===== src/rtl/gray_pkg.sv =====
// Shared types, coefficients and packing helper for the gray video pipe.
// Optional binarisation is selected with the GRAY_THRESH_EN macro.
package gray_pkg;

    typedef enum logic [1:0] {
        WEIGHTED = 2'd0,
        AVERAGE  = 2'd1,
        GREEN    = 2'd2,
        BYPASS   = 2'd3
    } gray_mode_e;

    localparam logic [7:0] C_R   = 8'd77;
    localparam logic [7:0] C_G   = 8'd150;
    localparam logic [7:0] C_B   = 8'd29;
    localparam logic [7:0] C_AVG = 8'd85;

    localparam int PIPE_LAT = 3;

    function automatic logic [15:0] pack565(input logic [7:0] r,
                                            input logic [7:0] g,
                                            input logic [7:0] b);
        return {r[7:3], g[7:2], b[7:3]};
    endfunction

endpackage


===== src/rtl/video_timing_gen.sv =====
// Raster counters, raw (active-high) syncs, active flag and pixel coordinates.
// Region order from count zero: sync, back porch, active, front porch.
module video_timing_gen #(
    parameter int H_SYNC   = 96,
    parameter int H_BACK   = 48,
    parameter int H_ACTIVE = 640,
    parameter int H_FRONT  = 16,
    parameter int V_SYNC   = 2,
    parameter int V_BACK   = 33,
    parameter int V_ACTIVE = 480,
    parameter int V_FRONT  = 10,
    localparam int XW = $clog2(H_ACTIVE),
    localparam int YW = $clog2(V_ACTIVE)
) (
    input  logic          clk,
    input  logic          rst,
    output logic          active_o,
    output logic [XW-1:0] pix_x_o,
    output logic [YW-1:0] pix_y_o,
    output logic          hsync_o,
    output logic          vsync_o,
    output logic          frame_start_o,
    output logic          origin_o
);

    localparam int H_TOTAL = H_SYNC + H_BACK + H_ACTIVE + H_FRONT;
    localparam int V_TOTAL = V_SYNC + V_BACK + V_ACTIVE + V_FRONT;
    localparam int HW = $clog2(H_TOTAL + 1);
    localparam int VW = $clog2(V_TOTAL + 1);

    localparam logic [HW-1:0] H_LAST = HW'(H_TOTAL - 1);
    localparam logic [HW-1:0] H_SY   = HW'(H_SYNC);
    localparam logic [HW-1:0] H_ST   = HW'(H_SYNC + H_BACK);
    localparam logic [HW-1:0] H_EN   = HW'(H_SYNC + H_BACK + H_ACTIVE);
    localparam logic [VW-1:0] V_LAST = VW'(V_TOTAL - 1);
    localparam logic [VW-1:0] V_SY   = VW'(V_SYNC);
    localparam logic [VW-1:0] V_ST   = VW'(V_SYNC + V_BACK);
    localparam logic [VW-1:0] V_EN   = VW'(V_SYNC + V_BACK + V_ACTIVE);

    logic [HW-1:0] hcnt_q, hcnt_d;
    logic [VW-1:0] vcnt_q, vcnt_d;
    logic          h_act, v_act;

    // Next raster position: hcnt wraps each line, vcnt steps on that wrap.
    always_comb begin
        hcnt_d = hcnt_q + 1'b1;
        vcnt_d = vcnt_q;
        if (hcnt_q == H_LAST) begin
            hcnt_d = '0;
            vcnt_d = (vcnt_q == V_LAST) ? '0 : vcnt_q + 1'b1;
        end
    end

    // Raster counter registers.
    always_ff @(posedge clk or posedge rst) begin
        if (rst) begin
            hcnt_q <= '0;
            vcnt_q <= '0;
        end else begin
            hcnt_q <= hcnt_d;
            vcnt_q <= vcnt_d;
        end
    end

    // Region decode and coordinates; coordinates read zero outside active.
    always_comb begin
        h_act         = (hcnt_q >= H_ST) && (hcnt_q < H_EN);
        v_act         = (vcnt_q >= V_ST) && (vcnt_q < V_EN);
        active_o      = h_act && v_act;
        pix_x_o       = active_o ? XW'(hcnt_q - H_ST) : '0;
        pix_y_o       = active_o ? YW'(vcnt_q - V_ST) : '0;
        hsync_o       = hcnt_q < H_SY;
        vsync_o       = vcnt_q < V_SY;
        frame_start_o = active_o && (hcnt_q == H_ST) && (vcnt_q == V_ST);
        origin_o      = (hcnt_q == '0) && (vcnt_q == '0);
    end

endmodule


===== src/rtl/gray_video_pipe.sv =====
// Video timing plus 3-stage RGB888 -> gray -> RGB565 conversion pipeline.
// Define GRAY_THRESH_EN to add the bin_en/thresh binarisation inputs.
module gray_video_pipe
    import gray_pkg::*;
#(
    parameter int H_SYNC   = 96,
    parameter int H_BACK   = 48,
    parameter int H_ACTIVE = 640,
    parameter int H_FRONT  = 16,
    parameter int V_SYNC   = 2,
    parameter int V_BACK   = 33,
    parameter int V_ACTIVE = 480,
    parameter int V_FRONT  = 10,
    parameter bit SYNC_POL = 1'b0
) (
    input  logic                        clk,
    input  logic                        rst,
    input  logic [1:0]                  mode,
`ifdef GRAY_THRESH_EN
    input  logic                        bin_en,
    input  logic [7:0]                  thresh,
`endif
    output logic                        pix_req,
    output logic [$clog2(H_ACTIVE)-1:0] pix_x,
    output logic [$clog2(V_ACTIVE)-1:0] pix_y,
    input  logic [23:0]                 rgb_in,
    output logic                        hsync,
    output logic                        vsync,
    output logic                        de,
    output logic                        frame_start,
    output logic [15:0]                 rgb
);

    logic hs_raw, vs_raw, fs_raw, origin;

    video_timing_gen #(
        .H_SYNC  (H_SYNC),
        .H_BACK  (H_BACK),
        .H_ACTIVE(H_ACTIVE),
        .H_FRONT (H_FRONT),
        .V_SYNC  (V_SYNC),
        .V_BACK  (V_BACK),
        .V_ACTIVE(V_ACTIVE),
        .V_FRONT (V_FRONT)
    ) u_timing (
        .clk          (clk),
        .rst          (rst),
        .active_o     (pix_req),
        .pix_x_o      (pix_x),
        .pix_y_o      (pix_y),
        .hsync_o      (hs_raw),
        .vsync_o      (vs_raw),
        .frame_start_o(fs_raw),
        .origin_o     (origin)
    );

    gray_mode_e mode_q;
`ifdef GRAY_THRESH_EN
    logic       bin_q;
    logic [7:0] thr_q;
`endif

    // Frame-level settings only move at raster origin, never mid-frame.
    always_ff @(posedge clk or posedge rst) begin
        if (rst) begin
            mode_q <= WEIGHTED;
`ifdef GRAY_THRESH_EN
            bin_q  <= 1'b0;
            thr_q  <= '0;
`endif
        end else if (origin) begin
            mode_q <= gray_mode_e'(mode);
`ifdef GRAY_THRESH_EN
            bin_q  <= bin_en;
            thr_q  <= thresh;
`endif
        end
    end

    logic [PIPE_LAT-1:0] de_q, hs_q, vs_q, fs_q;

    // Control delay line; syncs stored already at their output polarity.
    always_ff @(posedge clk or posedge rst) begin
        if (rst) begin
            de_q <= '0;
            hs_q <= {PIPE_LAT{~SYNC_POL}};
            vs_q <= {PIPE_LAT{~SYNC_POL}};
            fs_q <= '0;
        end else begin
            de_q <= {de_q[PIPE_LAT-2:0], pix_req};
            hs_q <= {hs_q[PIPE_LAT-2:0], hs_raw ~^ SYNC_POL};
            vs_q <= {vs_q[PIPE_LAT-2:0], vs_raw ~^ SYNC_POL};
            fs_q <= {fs_q[PIPE_LAT-2:0], fs_raw};
        end
    end

    logic [7:0]  cr_d, cg_d, cb_d;
    logic [15:0] p0_d, p1_d, p2_d;

    // Stage 1 products; the average mode reuses the same three multipliers.
    always_comb begin
        cr_d = C_R;
        cg_d = C_G;
        cb_d = C_B;
        if (mode_q == AVERAGE) begin
            cr_d = C_AVG;
            cg_d = C_AVG;
            cb_d = C_AVG;
        end
        p0_d = 16'(cr_d) * 16'(rgb_in[23:16]);
        p1_d = 16'(cg_d) * 16'(rgb_in[15:8]);
        p2_d = 16'(cb_d) * 16'(rgb_in[7:0]);
    end

    logic [15:0] s1_p0_q, s1_p1_q, s1_p2_q;
    logic [7:0]  s1_r_q, s1_g_q, s1_b_q;
    gray_mode_e  s1_mode_q;
`ifdef GRAY_THRESH_EN
    logic        s1_bin_q;
    logic [7:0]  s1_thr_q;
`endif

    // Stage 1 register; data without a live request is dropped here.
    always_ff @(posedge clk or posedge rst) begin
        if (rst) begin
            s1_p0_q   <= '0;
            s1_p1_q   <= '0;
            s1_p2_q   <= '0;
            s1_r_q    <= '0;
            s1_g_q    <= '0;
            s1_b_q    <= '0;
            s1_mode_q <= WEIGHTED;
`ifdef GRAY_THRESH_EN
            s1_bin_q  <= 1'b0;
            s1_thr_q  <= '0;
`endif
        end else begin
            s1_p0_q   <= de_q[0] ? p0_d : '0;
            s1_p1_q   <= de_q[0] ? p1_d : '0;
            s1_p2_q   <= de_q[0] ? p2_d : '0;
            s1_r_q    <= de_q[0] ? rgb_in[23:16] : '0;
            s1_g_q    <= de_q[0] ? rgb_in[15:8] : '0;
            s1_b_q    <= de_q[0] ? rgb_in[7:0] : '0;
            s1_mode_q <= mode_q;
`ifdef GRAY_THRESH_EN
            s1_bin_q  <= bin_q;
            s1_thr_q  <= thr_q;
`endif
        end
    end

    logic [17:0] sum_d;
    logic [7:0]  g_d;
    logic [15:0] pix_d;

    // Stage 2 sum and scale, then select the packed output word.
    always_comb begin
        sum_d = 18'(s1_p0_q) + 18'(s1_p1_q) + 18'(s1_p2_q);
        g_d   = (s1_mode_q == GREEN) ? s1_g_q : 8'(sum_d >> 8);
        pix_d = pack565(g_d, g_d, g_d);
        if (s1_mode_q == BYPASS) begin
            pix_d = pack565(s1_r_q, s1_g_q, s1_b_q);
        end
`ifdef GRAY_THRESH_EN
        else if (s1_bin_q) begin
            pix_d = (g_d >= s1_thr_q) ? 16'hFFFF : 16'h0000;
        end
`endif
    end

    logic [15:0] rgb_q;

    // Output register, blanked whenever the aligned data enable is low.
    always_ff @(posedge clk or posedge rst) begin
        if (rst) begin
            rgb_q <= '0;
        end else begin
            rgb_q <= de_q[PIPE_LAT-2] ? pix_d : '0;
        end
    end

    assign rgb         = rgb_q;
    assign de          = de_q[PIPE_LAT-1];
    assign hsync       = hs_q[PIPE_LAT-1];
    assign vsync       = vs_q[PIPE_LAT-1];
    assign frame_start = fs_q[PIPE_LAT-1];

endmodule

===== config.mk =====
export PLATFORM = sky130hd
export DESIGN_NAME = gray_video_pipe
export DESIGN_NICKNAME = d
export VERILOG_FILES = /design/src/rtl/gray_pkg.sv /design/src/rtl/video_timing_gen.sv /design/src/rtl/gray_video_pipe.sv
export SDC_FILE = /design/constraint.sdc
export NUM_CORES = 1
export LEC_CHECK = 0
export ABC_AREA = 1
export ABC_CLOCK_PERIOD_IN_PS = 11200
export CAP_MARGIN = 20
export CELL_PAD_IN_SITES_DETAIL_PLACEMENT = 0
export CELL_PAD_IN_SITES_GLOBAL_PLACEMENT = 2
export CORE_MARGIN = 2
export CORE_UTILIZATION = 40
export DETAILED_ROUTE_END_ITERATION = 12
export GPL_ROUTABILITY_DRIVEN = 0
export HOLD_SLACK_MARGIN = 0.15
export PLACE_DENSITY = 0.85
export RECOVER_POWER = 25
export SLEW_MARGIN = 0
export SYNTH_ARGS = -nofsm -noshare
export SYNTH_HDL_FRONTEND = slang
export SYNTH_SLANG_ARGS = --single-unit

===== constraint.sdc =====
create_clock -name clk -period 11.2 [get_ports clk]
set_clock_uncertainty 0.05 [all_clocks]
set_input_delay 2.8 -clock clk [delete_from_list [all_inputs] [get_ports clk]]
set_output_delay 2.8 -clock clk [all_outputs]
set_load 0.005 [all_outputs]

======== After elaboration in Yosys (flattened, before gate mapping) ========
Cells that the tools add are included.
word-level totals
  logic and storage cells ................. 63
  input port bits ......................... 28
  output and inout bits ................... 40
  register bits after elaboration ......... 124
cells by class
  muxes and demuxes ....................... 16
  bitwise gates (word level) .............. 2
  magnitude comparators ................... 6
  eq/ne operators ......................... 7
  multipliers ............................. 3
  add/subtract/negate cells ............... 6
  reductions and logical operators ........ 8
operator list
  kind                   count
  $mux 16                5
  $mul 8x8->16           3
  $mux 8                 5
  $add 16x16->16         2
  $mux 10                3
  $add 10x1->10 const B  2
  $eq 10x10->1 const B   2
  $logic_not 10->1       2
  $lt 10x10->1 const B   2
  $eq 10x6->1 const B    1
  $eq 10x8->1 const B    1
  $ge 10x6->1 const B    1
  $ge 10x8->1 const B    1
  $lt 10x2->1 const B    1
  $lt 10x7->1 const B    1
  $sub 10x8->10 const B  1
  $mux 9                 1
  $sub 9x6->9 const B    1
  $mux 7                 1
  $logic_and 1x1->1      6
  $mux 5                 1
  $eq 2x2->1 const B     2
  $eq 2x1->1 const B     1
  $not 1->1              2

======== Logic depth before layout (Yosys ltp) ========
Gate-level depths: netlist of run 1.
  word-level depth ........................ 5
  gate-level depth with buffers ........... 24
  mapped depth without buffers ............ 24

======== Cells and area by module ========
A second synthesis of run 1 with hierarchy kept.
second synthesis, totals
  cell total of the unflattened synthesis .. 1,213
  area total of the unflattened synthesis .. 9,973.3 um^2
by module, submodules not included
  module            instances  seq. area each (um^2)  area an instance (um^2)  cells an instance
  gray_video_pipe   1          2,384.8                8,246.7                  972
  video_timing_gen  1          500.5                  1,726.7                  241

======== Least setup slack after synthesis of run 1 ========
OpenSTA, ideal clock, no wires.
  path kind ............................... input -> register
  start point ............................. input rgb_in[15]
  end point ............................... register s1_p1_q[14]
  library setup time ...................... 0.117 ns
  required time ........................... 11.033 ns
  cell stages on the path ................. 17
  buffers on the path ..................... 0
  setup slack ............................. 5.141 ns
  data arrival time ....................... 5.892 ns
  cell sequence ........................... inv_1 > o21ai_0 > ha_1 > inv_1 > fa_1 > inv_1 > fa_1 > inv_1 > fa_1 > inv_1 > ha_1 > a21oi_1 > o21bai_1 > a21oi_1 > o21ai_0 > nor2_1 > nor2_1
on the way
  word-level cells in the longest chain between the ends .. 2
ends and longest elaborated chain
  item                    line                    RTL
  start: declaration      gray_video_pipe.sv:26   input logic [23:0] rgb_in,
  $mul 8x8->16            gray_video_pipe.sv:111  p1_d = 16'(cg_d) * 16'(rgb_in[15:8]);
  $mux 16                 gray_video_pipe.sv:139  s1_p1_q <= de_q[0] ? p1_d : '0;
  end signal: assignment  gray_video_pipe.sv:139
  end: declaration        gray_video_pipe.sv:115  logic [15:0] s1_p0_q, s1_p1_q, s1_p2_q;
No other way between the ends.
A chain may end at the register's enable or synchronous reset.

======== Worst setup path after layout of run 1 ========
Same ends and word-level chain as after synthesis.

==> results of run 1 <==
## per-stage QoR
step                cell area [um2]  std cells  total power [mW]  hold WS, ps
floorplan                      9880       1190             0.840          281
global placement              10900       1569             0.975          287
detailed placement            10900       1569             0.969          287
CTS                           11600       1600              1.57          299
global route                  11500       1600              1.68          307
finish                        11500       1600              1.55          296
## logic make-up after synthesis
| family | count (synthesis) | synth area share |
|---|---|---|
| simple gates | 458 | 0.203 |
| buf+inv | 246 | 0.0954 |
| fa+ha+maj | 210 | 0.314 |
| compound gates | 128 | 0.0714 |
| flops | 115 | 0.293 |
| xor+xnor | 26 | 0.0231 |
| other cells | 2 | 0.000762 |
## registers in the layout, summed over array words and instances (netlist names)
register and cells:
rgb 16, s1_p1_q 16, s1_p0_q 14, s1_p2_q 13, u_timing.hcnt_q 10, u_timing.vcnt_q 10, s1_b_q 7, s1_r_q 7
s1_g_q 6, de_q 3, fs_q 3, hs_q 3, vs_q 3, mode_q 2, s1_mode_q 2
## how the worst min path moves through the flow
stage                            startpoint                 to  depth (start not counted)
after floorplan           fs_q[0]$_DFF_PP0_  fs_q[1]$_DFF_PP0_                          0
after global placement    fs_q[0]$_DFF_PP0_  fs_q[1]$_DFF_PP0_                          0
after detailed placement  fs_q[0]$_DFF_PP0_  fs_q[1]$_DFF_PP0_                          0
after CTS                 fs_q[0]$_DFF_PP0_  fs_q[1]$_DFF_PP0_                          0
after global routing      vs_q[1]$_DFF_PP1_  vs_q[2]$_DFF_PP1_                          0
final                     fs_q[0]$_DFF_PP0_  fs_q[1]$_DFF_PP0_                          0
## critical path, stage by stage
cell and delay (ps):
dlygate4sd3_1 620, inv_1 70, o21ai_0 270, ha_1 170
inv_1 40, fa_1 470, inv_1 50, fa_1 530
inv_1 50, fa_1 520, inv_1 40, ha_1 340
a21oi_1 210, o21bai_1 80, a21oi_1 210, o21ai_0 140
nand2_1 70, nand2_1 40, nor2_1 150
## final cells by class
type,count,area [um2],area share
Multi-Input combinational cell,829,6010,0.522
Clock buffer,22,494,0.0429
Timing Repair Buffer,71,697,0.0606
Inverter,230,868,0.0755
Tap cell,324,405,0.0352
Clock inverter,9,150,0.0130
Sequential cell,115,2890,0.251
## synthesized netlist by cell type, drive strengths merged
master,instances,area [um2]
o21ai,41,205
nor2,156,653
nor3,18,128
a21boi,2,15.0
o21a,2,15.0
or3,1,6.26
conb,2,7.51
fa,62,1240
o22ai,3,18.8
ha,148,1850
a21oi,62,310
xor2,21,184
dfstp,6,158
inv,228,856
or2,2,12.5
nor4,6,37.5
nor3b,1,7.51
nand4,9,62.6
a211oi,3,22.5
o31ai,5,42.5
nand2,212,818
dfrtp,109,2730
buf,2,22.5
a21o,2,15.0
and2,1,6.26
nand3,52,270
clkbuf,14,52.6
o21bai,8,60.1
clkinv,2,10.0
xnor2,5,43.8
## power by group through the flow
stage	registers (mW)	clock network, mW	logic (mW)
after floorplan	0.424	0	0.416
after global placement	0.425	0	0.550
after detailed placement	0.425	0	0.545
after CTS	0.418	0.603	0.552
after global routing	0.417	0.624	0.634
final	0.418	0.591	0.543
## routing by layer
metal / track usage / vias up / share of wire / routed length, um
met1: 0.268 / 3457 / 0.50 / 11400
met5: 0 / - / 0 / 0
met3: 0.0270 / 22 / 0.025 / 582
met2: 0.306 / 107 / 0.46 / 10700
met4: 0.0455 / 0 / 0.012 / 281
li1: - / 3878 / - / -
==> reports/summary.txt, run 1 <==
Critical R2R Capture = s1_p1_q[14]$_DFF_PP0_
Area Growth Syn to Fin = 16.7%
final WL = 22900 um
reg2reg path depth = 21
IO Pins = 68
Final Cycle Share = 0.589
total of max-cap violations = 1
global-route wire length before repair = 38600 um
CP Launch Type = input pin
CTS H-tree depth = 4
CTS tree = yes
failing checks = capacitance limit, slew limit
Yosys cell types = 41
crit path max fanout = 4
final hold violations = 0
largest net degree at the start of global routing = 62
clk slew on worst S/H paths = 60 ps
reg2reg start = mode_q[0]$_DFFE_PP0P_
Setup WS pre-CTS = 4280 ps
chip height = 161 um
CP Class = input pin to flop
switching portion of total power = 0.344
port buffer count = 67
clock buffer count from CTS = 17
Worst Tran Pin Value = 2410 ps
Net Sw Power = 534 uW
post-cts resize count = 0
chip width = 161 um
diode count = 0
hold-fix buffers at CTS = 0
Synth Instances = 1185
Starting Density = 0.407
final slew viol count = 51
# rows = 57
commonest cells after routing, fill and taps aside = inv_1 (224), nand2_1 (208), ha_1 (148)
maximum clock rate = 0.152 GHz
routed vias = 7464
initial DRC count = 331
Worst Setup End Kind = flop
final net count = 1502
RSZ-0062 raised after global routing = false
Critical Path Start = rgb_in[15]
Critical path destination = s1_p1_q[14]$_DFF_PP0_
leakage = 6.42 nW
setup TNS = 0 ps
Mapped Avg Cell Area = 8.32 um2
number of global-route vias before repair = 7669
Die Area = 0.0259 mm2
Int Pwr = 1.02 mW
buffer type at the clock tree root = clkbuf_16
Util after Layout = 0.475
Max VDD drop = 97.5 uV
FF-to-FF setup slack = 6490 ps
worst endpoint data arrival time = 6890 ps
Post-CTS Setup Inserts = 0
minimum clock period = 6600 ps
Yosys warnings = 0
status = complete, but fails checks
most common cell after layout, fill and taps aside = inv_1
Clock Power Share = 0.381
PD cells = 135 mW/mm2
first-pass detailed-route iteration total = 5
initial antenna violation count = 0
Final setup viols = 0
Logic pwr share = 0.350
Worst-Skew Late Latency = 420 ps
post-route setup slack = 4600 ps
WP data required = 11500 ps
share of cells above drive strength 1 = 0.0619
Layout fillers = 2421
DP HPWL = 18700 um
HP Class = flop to flop
Avg Vias per Cell = 4.67
Max Root-Sink Buffers = 2
DR WL/cell = 14.3 um
headroom to the max-slew limit = -0.606
Seq pwr share = 0.269
Synth Cell Area = 0.00986 mm2
#FFs+latches synth = 115
Tot GR Track Use = 0.188
DRC viols = 0
post-route ant nets = 0
register area share after synthesis = 0.293
GRT Residual Overflow = 0
core area = 0.0242 mm2
Clock Sinks = 115
Note: power is estimated with default switching activity, not from simulation.
==> run 2: changes to the inputs <==
--- a/config.mk
+++ b/config.mk
@@ -6,16 +6,16 @@
 export NUM_CORES = 1
 export LEC_CHECK = 0
 export ABC_AREA = 1
-export ABC_CLOCK_PERIOD_IN_PS = 11200
+export ABC_CLOCK_PERIOD_IN_PS = 6200
 export CAP_MARGIN = 20
 export CELL_PAD_IN_SITES_DETAIL_PLACEMENT = 0
 export CELL_PAD_IN_SITES_GLOBAL_PLACEMENT = 2
 export CORE_MARGIN = 2
-export CORE_UTILIZATION = 40
+export CORE_UTILIZATION = 37
 export DETAILED_ROUTE_END_ITERATION = 12
 export GPL_ROUTABILITY_DRIVEN = 0
 export HOLD_SLACK_MARGIN = 0.15
-export PLACE_DENSITY = 0.85
+export PLACE_DENSITY = 0.8
 export RECOVER_POWER = 25
 export SLEW_MARGIN = 0
 export SYNTH_ARGS = -nofsm -noshare
==> constraint.sdc (replaced) <==
create_clock -name clk -period 6.2 [get_ports clk]
set_clock_uncertainty 0.05 [all_clocks]
set_input_delay 1.55 -clock clk [delete_from_list [all_inputs] [get_ports clk]]
set_output_delay 1.55 -clock clk [all_outputs]
set_load 0.005 [all_outputs]
==> reports/summary.txt, run 2 (same netlist as run 1, synthesis figures left out) <==
Critical path destination = s1_p1_q[14]$_DFF_PP0_ (unchanged)
global-route wire length before repair = 39200 um (was 38600 um)
total of max-cap violations = 2 (was 1)
diode count = 0 (unchanged)
routed vias = 7508 (was 7464)
initial antenna violation count = 0 (unchanged)
post-route ant nets = 0 (unchanged)
cell mode on critical path = inv_1 (unchanged)
buffer type at the clock tree root = clkbuf_16 (unchanged)
first-pass detailed-route iteration total = 10 (was 5)
Critical Path Stages = 19 (unchanged)
CTS H-tree depth = 4 (unchanged)
CP Class = input pin to flop (unchanged)
minimum clock period = 5320 ps
most common cell after layout, fill and taps aside = inv_1 (unchanged)
core area = 0.0261 mm2 (was 0.0242 mm2)
Area after DPL = 0.0110 mm2 (was 0.0109 mm2)
WP data required = 6490 ps (was 11500 ps)
setup TNS = 0 ps (unchanged)
post-route setup slack = 884 ps (was 4600 ps)
Avg Vias per Cell = 4.65 (was 4.67)
CP max-delay cell = clkdlybuf4s50_1 (was dlygate4sd3_1)
port buffer count = 67 (unchanged)
DRC viols = 2 (was 0)
chip width = 167 um (was 161 um)
met2 Use GR = 0.286 (was 0.306)
CP Launch Type = input pin (unchanged)
reg2reg path depth = 20 (was 21)
FF-to-FF setup slack = 1530 ps (was 6490 ps)
Layout fillers = 2731 (was 2421)
Final Cycle Share = 0.857
met1 Use GR = 0.251 (was 0.268)
PD cells = 245 mW/mm2 (was 135 mW/mm2)
final WL = 23300 um (was 22900 um)
M3 GR Usage = 0.0279 (was 0.0270)
Top delay family on crit path = adder cells (unchanged)
headroom to the max-slew limit = -0.565 (was -0.606)
# rows = 59 (was 57)
commonest cells after routing, fill and taps aside = inv_1 (224), nand2_1 (208), ha_1 (148) (unchanged)
Max Root-Sink Buffers = 2 (unchanged)
clock buffer count from CTS = 17 (unchanged)
RSZ-0062 raised after global routing = false (unchanged)
crit path buf inv count = 5 (was 6)
reg2reg start = mode_q[0]$_DFFE_PP0P_ (unchanged)
chip height = 167 um (was 161 um)
final slew viol count = 85 (was 51)
Worst Tran Pin Value = 2350 ps (was 2410 ps)
leakage = 6.44 nW (was 6.42 nW)
GR peak layer = met2 (unchanged)
Max VDD drop = 160 uV (was 97.5 uV)
Post-Layout Inst Area = 0.0116 mm2 (was 0.0115 mm2)
Worst-Skew Late Latency = 420 ps (about the same)
share of cells above drive strength 1 = 0.0656 (was 0.0619)
post-cts resize count = 0 (unchanged)
Critical Path Start = rgb_in[14] (was rgb_in[15])
final net count = 1505 (was 1502)
number of global-route vias before repair = 7592 (was 7669)
Tot GR Track Use = 0.177 (was 0.188)
maximum clock rate = 0.188 GHz
total power = 2.83 mW (was 1.55 mW)
worst endpoint data arrival time = 5610 ps (was 6890 ps)
Clock Sinks = 115 (unchanged)
clk slew on worst S/H paths = 60 ps (about the same)
crit path max fanout = 5 (was 4)
largest net degree at the start of global routing = 51 (was 62)
failing checks = DRC, capacitance limit, slew limit (was capacitance limit, slew limit)
Die Area = 0.0280 mm2 (was 0.0259 mm2)
Post-CTS Setup Inserts = 0 (unchanged)
worst path cell trace = clkdlybuf4s50_1 > nand2_1 > o21ai_0 > ha_1 > inv_1 > fa_1 > inv_1 > fa_1 > inv_1 > fa_1 > inv_1 > ha_1 > a21oi_1 > o21bai_1 > a21oi_1 > o21ai_0 > nand2_1 > nand2_1 > nor2_1 (was dlygate4sd3_1 > inv_1 > o21ai_0 > ha_1 > inv_1 > fa_1 > inv_1 > fa_1 > inv_1 > fa_1 > inv_1 > ha_1 > a21oi_1 > o21bai_1 > a21oi_1 > o21ai_0 > nand2_1 > nand2_1 > nor2_1)
Worst Setup End Kind = flop (unchanged)
initial DRC count = 337 (was 331)
WHS = 306 ps (was 296 ps)
DP HPWL = 19200 um (was 18700 um)
DR WL/cell = 14.4 um (was 14.3 um)
critical path's largest stage delay = 520 ps (was 620 ps)
Starting Density = 0.377 (was 0.407)
CTS tree = yes (unchanged)
Area Growth Syn to Fin = 17.4% (was 16.7%)
Final setup viols = 0 (unchanged)
IO Pins = 68 (unchanged)
Setup WS pre-CTS = 495 ps (was 4280 ps)
status = complete, but fails checks (unchanged)
HP Class = flop to flop (unchanged)
final hold violations = 0 (unchanged)
hold-fix buffers at CTS = 0 (unchanged)
Critical R2R Capture = s1_p1_q[14]$_DFF_PP0_ (unchanged)
GRT Residual Overflow = 0 (unchanged)
run 2: changes by cell type in the layout (fill, tap and decap cells not counted), sizes merged, moves of 2 or more:
cell and delta:
buf +3, clkinv +2, clkdlybuf4s50 +14, dlygate4sd3 -14, clkbuf -4
run 2: worst min-delay path by stage:
stage,from,end,cells past startpoint
final,hs_q[1]$_DFF_PP1_,hs_q[2]$_DFF_PP1_,0
after global routing,hs_q[1]$_DFF_PP1_,hs_q[2]$_DFF_PP1_,0
after CTS,fs_q[1]$_DFF_PP0_,fs_q[2]$_DFF_PP0_,0
after detailed placement,fs_q[1]$_DFF_PP0_,fs_q[2]$_DFF_PP0_,0
after global placement,fs_q[1]$_DFF_PP0_,fs_q[2]$_DFF_PP0_,0
after floorplan,fs_q[0]$_DFF_PP0_,fs_q[1]$_DFF_PP0_,0
run 2: power by group:
group          leakage [nW]  internal [mW]  switching, mW  total [mW]
registers              1.56          0.752        0.00178       0.754
logic                  4.57          0.368          0.616       0.983
clock network         0.311          0.718          0.379        1.10
total                  6.44           1.84          0.996        2.83
run 2: final cells by class:
type                            count  area [um2]  share of cell area
Clock buffer                       18         429              0.0371
Inverter                          230         867              0.0749
Multi-Input combinational cell    829        6030               0.521
Clock inverter                     14         226              0.0196
Sequential cell                   115        2890               0.249
Timing Repair Buffer               74         719              0.0622
Tap cell                          335         419              0.0362
run 2: metal layers:
metal	routed length, um	vias up
met1	11900	3509
li1	-	3894
met5	0	-
met3	475	16
met2	10700	89
met4	230	0
run 2: worst reg2reg max path, stage by stage, from the launching register on:
cell      delay [ps]
dfrtp_1          430
inv_1             90
nor2_2            40
inv_1            460
o21ai_0          240
ha_1             320
inv_1             50
fa_1             470
inv_1             50
fa_1             520
inv_1             50
fa_1             520
inv_1             40
ha_1             340
a21oi_1          220
o21bai_1          80
a21oi_1          220
o21ai_0          140
nand2_1           70
nand2_1           40
nor2_1           170
run 2: per-stage QoR:
stage,utilization,cells
after floorplan,-,1190
after CTS,0.444,1615
after global routing,0.443,1615
after global placement,0.419,1583
final,0.443,1615
after detailed placement,0.419,1583
